[src/rtl/blink_round_ctrl.sv]
// Blink game round controller: sweeps one lit LED across an 8-LED bar and judges button presses
// against a target position, producing the hit count/level and the lose flag.
module blink_round_ctrl #(
  parameter int unsigned BASE_PERIOD = 25_000_000,
  parameter int unsigned PERIOD_STEP = 2_000_000,
  parameter int unsigned TARGET      = 3,
  parameter int unsigned HIT_HOLD    = 12_500_000
) (
  input  logic       clk,
  input  logic       reset,
  input  logic       btn,
  input  logic       end_cond,
  output logic [7:0] led,
  output logic [3:0] x,
  output logic       lose
);

  typedef enum logic [1:0] {StRun, StHold, StDone} state_e;

  localparam logic [2:0] TargetPos = TARGET[2:0];

  state_e      state_q, state_d;
  logic        btn_q;
  logic        armed_q, armed_d;
  logic [31:0] tick_q, tick_d;
  logic [31:0] hold_q, hold_d;
  logic [2:0]  pos_q, pos_d;
  logic [7:0]  led_q, led_d;
  logic [3:0]  x_q, x_d;
  logic        lose_q, lose_d;

  logic        press;
  logic [31:0] period;
  logic        tick_last;
  logic [2:0]  pos_nxt;

  // armed blocks a press from a button that was already down when reset was applied
  assign press     = btn & ~btn_q & armed_q;
  assign period    = BASE_PERIOD - 32'(x_q) * PERIOD_STEP;
  assign tick_last = (tick_q == period - 32'd1);
  assign pos_nxt   = pos_q + 3'd1;
  assign armed_d   = armed_q | ~btn;

  always_comb begin
    state_d = state_q;
    tick_d  = tick_q;
    hold_d  = hold_q;
    pos_d   = pos_q;
    led_d   = led_q;
    x_d     = x_q;
    lose_d  = lose_q;
    unique case (state_q)
      StRun: begin
        if (end_cond) begin
          state_d = StDone;
        end else if (press) begin
          // a press on the terminal tick is judged before the advance, which is dropped
          if (pos_q == TargetPos) begin
            x_d     = (x_q == 4'hF) ? x_q : x_q + 4'd1;
            tick_d  = 32'd0;
            hold_d  = 32'd0;
            led_d   = 8'hFF;
            state_d = StHold;
          end else begin
            lose_d  = 1'b1;
            state_d = StDone;
          end
        end else if (tick_last) begin
          tick_d = 32'd0;
          pos_d  = pos_nxt;
          led_d  = 8'h01 << pos_nxt;
        end else begin
          tick_d = tick_q + 32'd1;
        end
      end
      StHold: begin
        if (end_cond) begin
          state_d = StDone;
        end else if (hold_q == HIT_HOLD - 32'd1) begin
          hold_d  = 32'd0;
          tick_d  = 32'd0;
          pos_d   = 3'd0;
          led_d   = 8'h01;
          state_d = StRun;
        end else begin
          hold_d = hold_q + 32'd1;
        end
      end
      StDone: begin
      end
      default: state_d = StDone;
    endcase
  end

  always_ff @(posedge clk) begin
    if (reset) begin
      state_q <= StRun;
      btn_q   <= 1'b0;
      armed_q <= ~btn;
      tick_q  <= 32'd0;
      hold_q  <= 32'd0;
      pos_q   <= 3'd0;
      led_q   <= 8'h01;
      x_q     <= 4'h0;
      lose_q  <= 1'b0;
    end else begin
      state_q <= state_d;
      btn_q   <= btn;
      armed_q <= armed_d;
      tick_q  <= tick_d;
      hold_q  <= hold_d;
      pos_q   <= pos_d;
      led_q   <= led_d;
      x_q     <= x_d;
      lose_q  <= lose_d;
    end
  end

  assign led  = led_q;
  assign x    = x_q;
  assign lose = lose_q;

endmodule
[config.mk]
export PLATFORM = sky130hd
export DESIGN_NAME = blink_round_ctrl
export DESIGN_NICKNAME = d
export VERILOG_FILES = /design/src/rtl/blink_round_ctrl.sv
export SDC_FILE = /design/constraint.sdc
export NUM_CORES = 1
export LEC_CHECK = 0
export CAP_MARGIN = 15
export CORE_MARGIN = 2
export CORE_UTILIZATION = 55
export CTS_BUF_LIST = sky130_fd_sc_hd__clkbuf_4
export DETAILED_ROUTE_END_ITERATION = 16
export GPL_ROUTABILITY_DRIVEN = 0
export PLACE_DENSITY = 0.75
export SETUP_SLACK_MARGIN = 0.15
export SLEW_MARGIN = 20
export SYNTH_ARGS = -nofsm -noshare
export SYNTH_HDL_FRONTEND = slang
export SYNTH_SLANG_ARGS = --single-unit
export TNS_END_PERCENT = 5
[constraint.sdc]
create_clock -name clk -period 5 [get_ports clk]
set_input_delay 1 -clock clk [delete_from_list [all_inputs] [get_ports clk]]
set_output_delay 1 -clock clk [all_outputs]
set_load 0.02 [all_outputs]
==> results.py, run 1 <==
metrics = {
    "outcome": {
        "status": "finished, final reports clean",
    },
    "sta": {
        "tns_ps": 0,
        "setup_slack_ps": 367,
        "tightest_slew_ps": 803,
        "hold_viol": 0,
        "finalCritPeriodShare_pct": 92.7,
        "period_needed_ps": 4630,
        "rsz0062_at_grt": "true",
        "finalMaxSlewViolations": 0,
        "relSlewSlack_pct": 46.5,
        "finalClockSkew_ps": 14.5,
        "setup_viol": 0,
        "fmax_mhz": 216,
    },
    "grt": {
        "antenna_found_initial": 0,
        "grt_pass1_vias": 4376,
        "grt_pass1_wl_um": 20500,
        "grt.overflow.total": 0,
        "grtUsageTotal_pct": 24.2,
        "grt_start_max_net_pins": 45,
    },
    "yosys": {
        "synthDistinctLibCells": 75,
        "async_flop_share_pct": 0,
        "synth_area_per_cell_um2": 8.42,
        "ys.flop_type": "dfxtp_1",
        "synth_top_cell_by_area": "dfxtp_1",
        "syn_area_um2": 5430,
        "syn_inst": 644,
        "syn-num-nets": 682,
        "synth_warnings": 0,
        "ys_seq_area_share_pct": 31.0,
        "ys_ff_latch": 84,
        "synth_edf_count": 0,
        "synth.top_cell.area_share_pct": 31.0,
        "synthTopCellsByArea": "dfxtp_1 31%, xor2_1 7.3%, ha_1 6.7%",
    },
    "final_layout": {
        "finalCoreUtilization_pct": 60.2,
        "final_cell_mix": "83 x dfxtp_1, 71 x nor2_1, 47 x nor3_1, 45 x xor2_1, 43 x nand2_1",
        "final_area_um2": 5830,
        "layout_commonest_cell": "dfxtp_1",
        "n_antenna_cell": 0,
        "nets": 692,
        "area_delta_synth_final_pct": 7.47,
        "drive_gt1_share_pct": 7.60,
    },
    "detailed_routing": {
        "vias": 4696,
        "drt-total-wl_um": 12300,
        "via_per_inst": 5.94,
        "wl_per_cell_um": 15.5,
        "drt.antenna.violating_nets": 0,
        "drc": 0,
        "drtPass1Iterations": 5,
        "initialDrtViolationCount": 237,
    },
    "power": {
        "finalPower_mw": 1.08,
        "p_leak_nw": 2.13,
        "ir_worst_vdd_mv": 0.165,
        "cellPowerDensity_nw_per_um2": 185,
    },
    "placement": {
        "portBuffers": 16,
        "place_ws_ps": 183,
        "placed_area_um2": 5670,
        "hpwl_um": 9050,
    },
    "die": {
        "initial_core_util_pct": 56.0,
        "core_area_um2": 9680,
        "num_rows": 36,
        "die_y_um": 103,
        "dieArea_um2": 10700,
        "die-width_um": 103,
        "ioPinCount": 17,
    },
    "cts": {
        "clk_pin_slew_worst_paths_ps": 140,
        "cts_tree": "done",
        "htree_levels": 3,
        "cts_buffers": 9,
        "clock-sinks": 84,
        "worst_skew_pair.late_latency_ps": 440,
        "hold_buffers": 0,
        "root_buffer": "clkbuf_4",
        "cts.path.max_buffers": 2,
    },
    "worst_setup_path": {
        "critPathLaunchType": "flip-flop",
        "cp_num_buf_inv": 2,
        "crit_type": "reg -> reg",
        "path_max_fanout": 10,
        "ff2ff_setup_slack_ps": 370,
        "required_ps": 5330,
        "end_kind": "flip-flop",
        "cp_slowest_cell": "fa_1",
        "critical_path.top_delay_family": "adder cells",
        "path_cells": "inv_1 -> ha_1 -> fa_1 -> inv_1 -> fa_1 -> nand2b_1 -> a21oi_2 -> mux2_2 -> and3_1 -> o311a_1 -> nor4_4 -> nand4_1 -> o2bb2ai_4 -> mux2_4",
        "cp.arrival_ps": 4970,
        "slowest_delay_ps": 540,
    },
    "min_path": {
        "hold_path_class": "reg -> reg",
    },
    "flow_run": {
        "maxCapViolCount": 0,
    },
}
metrics by stage:
step                hold slack, ps  cells
floorplan                      449    644
global placement               457    772
detailed placement             468    772
CTS                            491    787
global route                   511    791
finish                         489    791
state kept, by name (all words and copies together), names as in the netlist:
name and cells:
hold_q 32, pos_q 3, tick_q 32, state_q 2, lose 1, led 8
btn_q 1, x 4, armed_q 1
power by group:
| part | internal, mW | switching, mW |
|---|---|---|
| clock | 0.0945 | 0.236 |
| combinational | 0.0241 | 0.0453 |
| sequential | 0.675 | 0.00475 |
| total | 0.794 | 0.286 |
area by class of cell:
type / count / area [µm²]
Tap cell: 133 / 166
Timing Repair Buffer: 26 / 230
Fill cell: 888 / 3850
Multi-Input combinational cell: 511 / 3570
Clock inverter: 6 / 32.5
Inverter: 22 / 82.6
Clock buffer: 9 / 67.6
Sequential cell: 84 / 1680
metal layers:
layer,global-route usage (%),vias to the layer above,routed length (µm)
li1,-,2332,-
met1,32.3,2246,5780
met2,40.2,101,5870
met3,4.57,17,474
met4,6.98,0,157
met5,0,-,0
cell families after synthesis:
| group | count (synthesis) | synth area share, % |
|---|---|---|
| adder cells (fa/ha/maj) | 34 | 8.53 |
| flip-flops | 84 | 31.0 |
| multiplexers | 12 | 2.54 |
| XOR/XNOR | 75 | 12.5 |
| buffers and inverters | 49 | 3.71 |
| AND/OR/NAND/NOR | 302 | 29.6 |
| AO/OA/AOI/OAI | 88 | 12.1 |
repair_timing:
| item | CTS | global route |
|---|---|---|
| gates resized for setup | 1 | 3 |
| pin swaps | 0 | 1 |
| setup endpoints to repair | 1 | 39 |
| setup buffers | 0 | 4 |
tightest hold or removal path: stages, from the launching register on:
cell     delay (ps)
dfxtp_1         350
nand2_1          60
a21oi_1          50
synthesized netlist by cell type (all sizes together) (3+ instances only):
master / n
nand2: 45
buf: 7
or3: 8
mux2: 5
ha: 29
o311ai: 4
nor2: 71
a211oi: 8
nor4: 7
inv: 22
a21o: 3
or4: 3
nand3: 36
o32ai: 3
nand3b: 6
fa: 5
nor3: 47
nor2b: 5
nor4b: 3
a21oi: 23
dfxtp: 84
clkbuf: 20
nand4b: 3
nand2b: 10
nand4: 26
xnor2: 28
and3: 16
mux2i: 7
xor2: 46
and4: 6
o21ai: 19
worst paths after layout:
path | from | to | depth (start not counted)
min | tick_q[1] | tick_q[1] | 2
max | x[1] | pos_q[2] | 14
min reg2reg | tick_q[1] | tick_q[1] | 2
max reg2reg | x[1] | pos_q[2] | 14
Note: power is estimated with default switching activity, not from simulation.
==> inputs of run 2 (changes only) <==
CAP_MARGIN = 20   (was 15)
CTS_BUF_LIST = sky130_fd_sc_hd__clkbuf_2   (was sky130_fd_sc_hd__clkbuf_4)
==> run 2 against run 1 <==
  * Hold slack gained 5.3 ps
  * Clock power shrank 11%
  * Worst setup slack gained 64 ps
  * Critical endpoint unchanged
  * Clock skew shrank 1.8 ps
  * Maximum frequency grew 1.4%
==> results.py, run 2 (synthesized netlist as in run 1, its figures left out) <==
metrics = {
    "grt": {
        "grt_start_max_net_pins": 45,
        "grt.overflow.total": 0,
        "grtUsageTotal_pct": 24.3,
        "grt_pass1_wl_um": 20500,
        "grt_pass1_vias": 4382,
        "antenna_found_initial": 0,
    },
    "final_layout": {
        "finalCoreUtilization_pct": 60.0,
        "nets": 692,
        "fillers": 894,
        "final_cell_mix": "83 x dfxtp_1, 71 x nor2_1, 47 x nor3_1, 45 x xor2_1, 43 x nand2_1",
        "drive_gt1_share_pct": 7.60,
        "area_delta_synth_final_pct": 7.10,
        "n_antenna_cell": 0,
        "final_area_um2": 5810,
        "layout_commonest_cell": "dfxtp_1",
    },
    "flow_run": {
        "maxCapViolCount": 0,
    },
    "cts": {
        "root_buffer": "clkbuf_2",
        "worst_skew_pair.late_latency_ps": 550,
        "htree_levels": 3,
        "cts.path.max_buffers": 2,
        "clock-sinks": 84,
        "clk_pin_slew_worst_paths_ps": 220,
        "cts_buffers": 9,
        "hold_buffers": 0,
        "cts_tree": "done",
    },
    "worst_setup_path": {
        "critical_path.top_delay_family": "adder cells",
        "ff2ff_setup_slack_ps": 430,
        "slowest_delay_ps": 540,
        "end_kind": "flip-flop",
        "crit_type": "reg -> reg",
        "required_ps": 5470,
        "r2r_start": "x[1]",
        "path_max_fanout": 10,
        "regToRegEndpoint": "pos_q[2]",
        "critPathLaunchType": "flip-flop",
        "cp_slowest_cell": "fa_1",
        "crit_path_start": "x[1]",
        "path_depth": 14,
        "path_cells": "inv_1 -> ha_1 -> fa_1 -> inv_1 -> fa_1 -> nand2b_1 -> a21oi_2 -> mux2_2 -> and3_1 -> o311a_1 -> nor4_4 -> nand4_1 -> o2bb2ai_4 -> mux2_4",
        "cp_num_buf_inv": 2,
        "r2r_cells": 14,
        "cp.arrival_ps": 5030,
    },
    "sta": {
        "setup_viol": 0,
        "period_needed_ps": 4570,
        "tightest_slew_ps": 812,
        "rsz0062_at_grt": "false",
        "relSlewSlack_pct": 45.8,
        "tns_ps": 0,
        "hold_viol": 0,
        "finalCritPeriodShare_pct": 91.4,
        "fmax_mhz": 219,
        "setup_slack_ps": 431,
        "finalClockSkew_ps": 12.7,
        "finalMaxSlewViolations": 0,
    },
    "power": {
        "ir_worst_vdd_mv": 0.156,
        "p_leak_nw": 2.13,
        "finalPower_mw": 1.04,
        "cellPowerDensity_nw_per_um2": 180,
    },
    "die": {
        "initial_core_util_pct": 56.0,
        "die-width_um": 103,
        "core_area_um2": 9680,
        "ioPinCount": 17,
        "num_rows": 36,
        "dieArea_um2": 10700,
        "die_y_um": 103,
    },
    "detailed_routing": {
        "wl_met2_um": 5880,
        "initialDrtViolationCount": 239,
        "drt.antenna.violating_nets": 0,
        "drtPass1Iterations": 5,
        "top_layer": "met4",
        "vias": 4689,
        "wl_met1_um": 5750,
        "via_per_inst": 5.93,
        "wl_per_cell_um": 15.5,
        "drc": 0,
        "wl_met3_um": 453,
        "drt-total-wl_um": 12300,
    },
    "min_path": {
        "holdPathEnd": "tick_q[1]",
        "hold_path_class": "reg -> reg",
        "hp-start": "tick_q[1]",
        "hold_path_depth": 2,
    },
    "placement": {
        "place_ws_ps": 183,
        "portBuffers": 16,
        "placed_area_um2": 5670,
        "hpwl_um": 9050,
    },
    "outcome": {
        "status": "finished, final reports clean",
    },
}
run 2: layer usage:
| layer | vias up | track usage, % |
|---|---|---|
| li1 | 2328 | - |
| met1 | 2253 | 32.2 |
| met2 | 91 | 40.1 |
| met3 | 17 | 3.76 |
| met4 | 0 | 8.81 |
| met5 | - | 0 |
run 2: repair_timing:
action | in CTS | in global routing
setup buffers | 0 | 4
gates resized for setup | 1 | 4
endpoints found under the setup margin | 1 | 40
pin swaps | 0 | 1
run 2: report_power, final:
part | total (mW) | switching (mW) | internal [mW]
Clock | 0.294 | 0.237 | 0.0572
Sequential | 0.681 | 0.00474 | 0.677
Combinational | 0.0691 | 0.0451 | 0.0241
Total | 1.04 | 0.287 | 0.758
run 2: worst max-delay path by stage:
stage               endpoint  slack, ps
floorplan           pos_q[0]        210
finish              pos_q[2]        430
CTS                 pos_q[2]        170
global route        pos_q[2]        190
detailed placement    led[0]        180
global placement    pos_q[0]        350
run 2: layout make-up:
type                            instances  area (µm²)  share of cell area, %
Clock buffer                            9        45.0                  0.775
Clock inverter                          6        32.5                  0.560
Inverter                               22        82.6                   1.42
Multi-Input combinational cell        511        3570                   61.4
Sequential cell                        84        1690                   29.0
Tap cell                              133         166                   2.86
Timing Repair Buffer                   26         230                   3.96
run 2: stage by stage:
stage	std cells	hold WS (ps)
6_report	791	494
5_1_grt	791	518
4_1_cts	787	497
3_5_place_dp	772	468
3_3_place_gp	772	457
2_1_floorplan	644	449
run 2: worst register-to-register path: stages (launching register included):
cell       delay [ps]
dfxtp_4           460
inv_1             120
ha_1              340
fa_1              540
inv_1              80
fa_1              460
nand2b_1          170
a21oi_2           220
mux2_2            380
and3_1            200
o311a_1           330
nor4_4            380
nand4_1           200
o2bb2ai_4         290
mux2_4            330
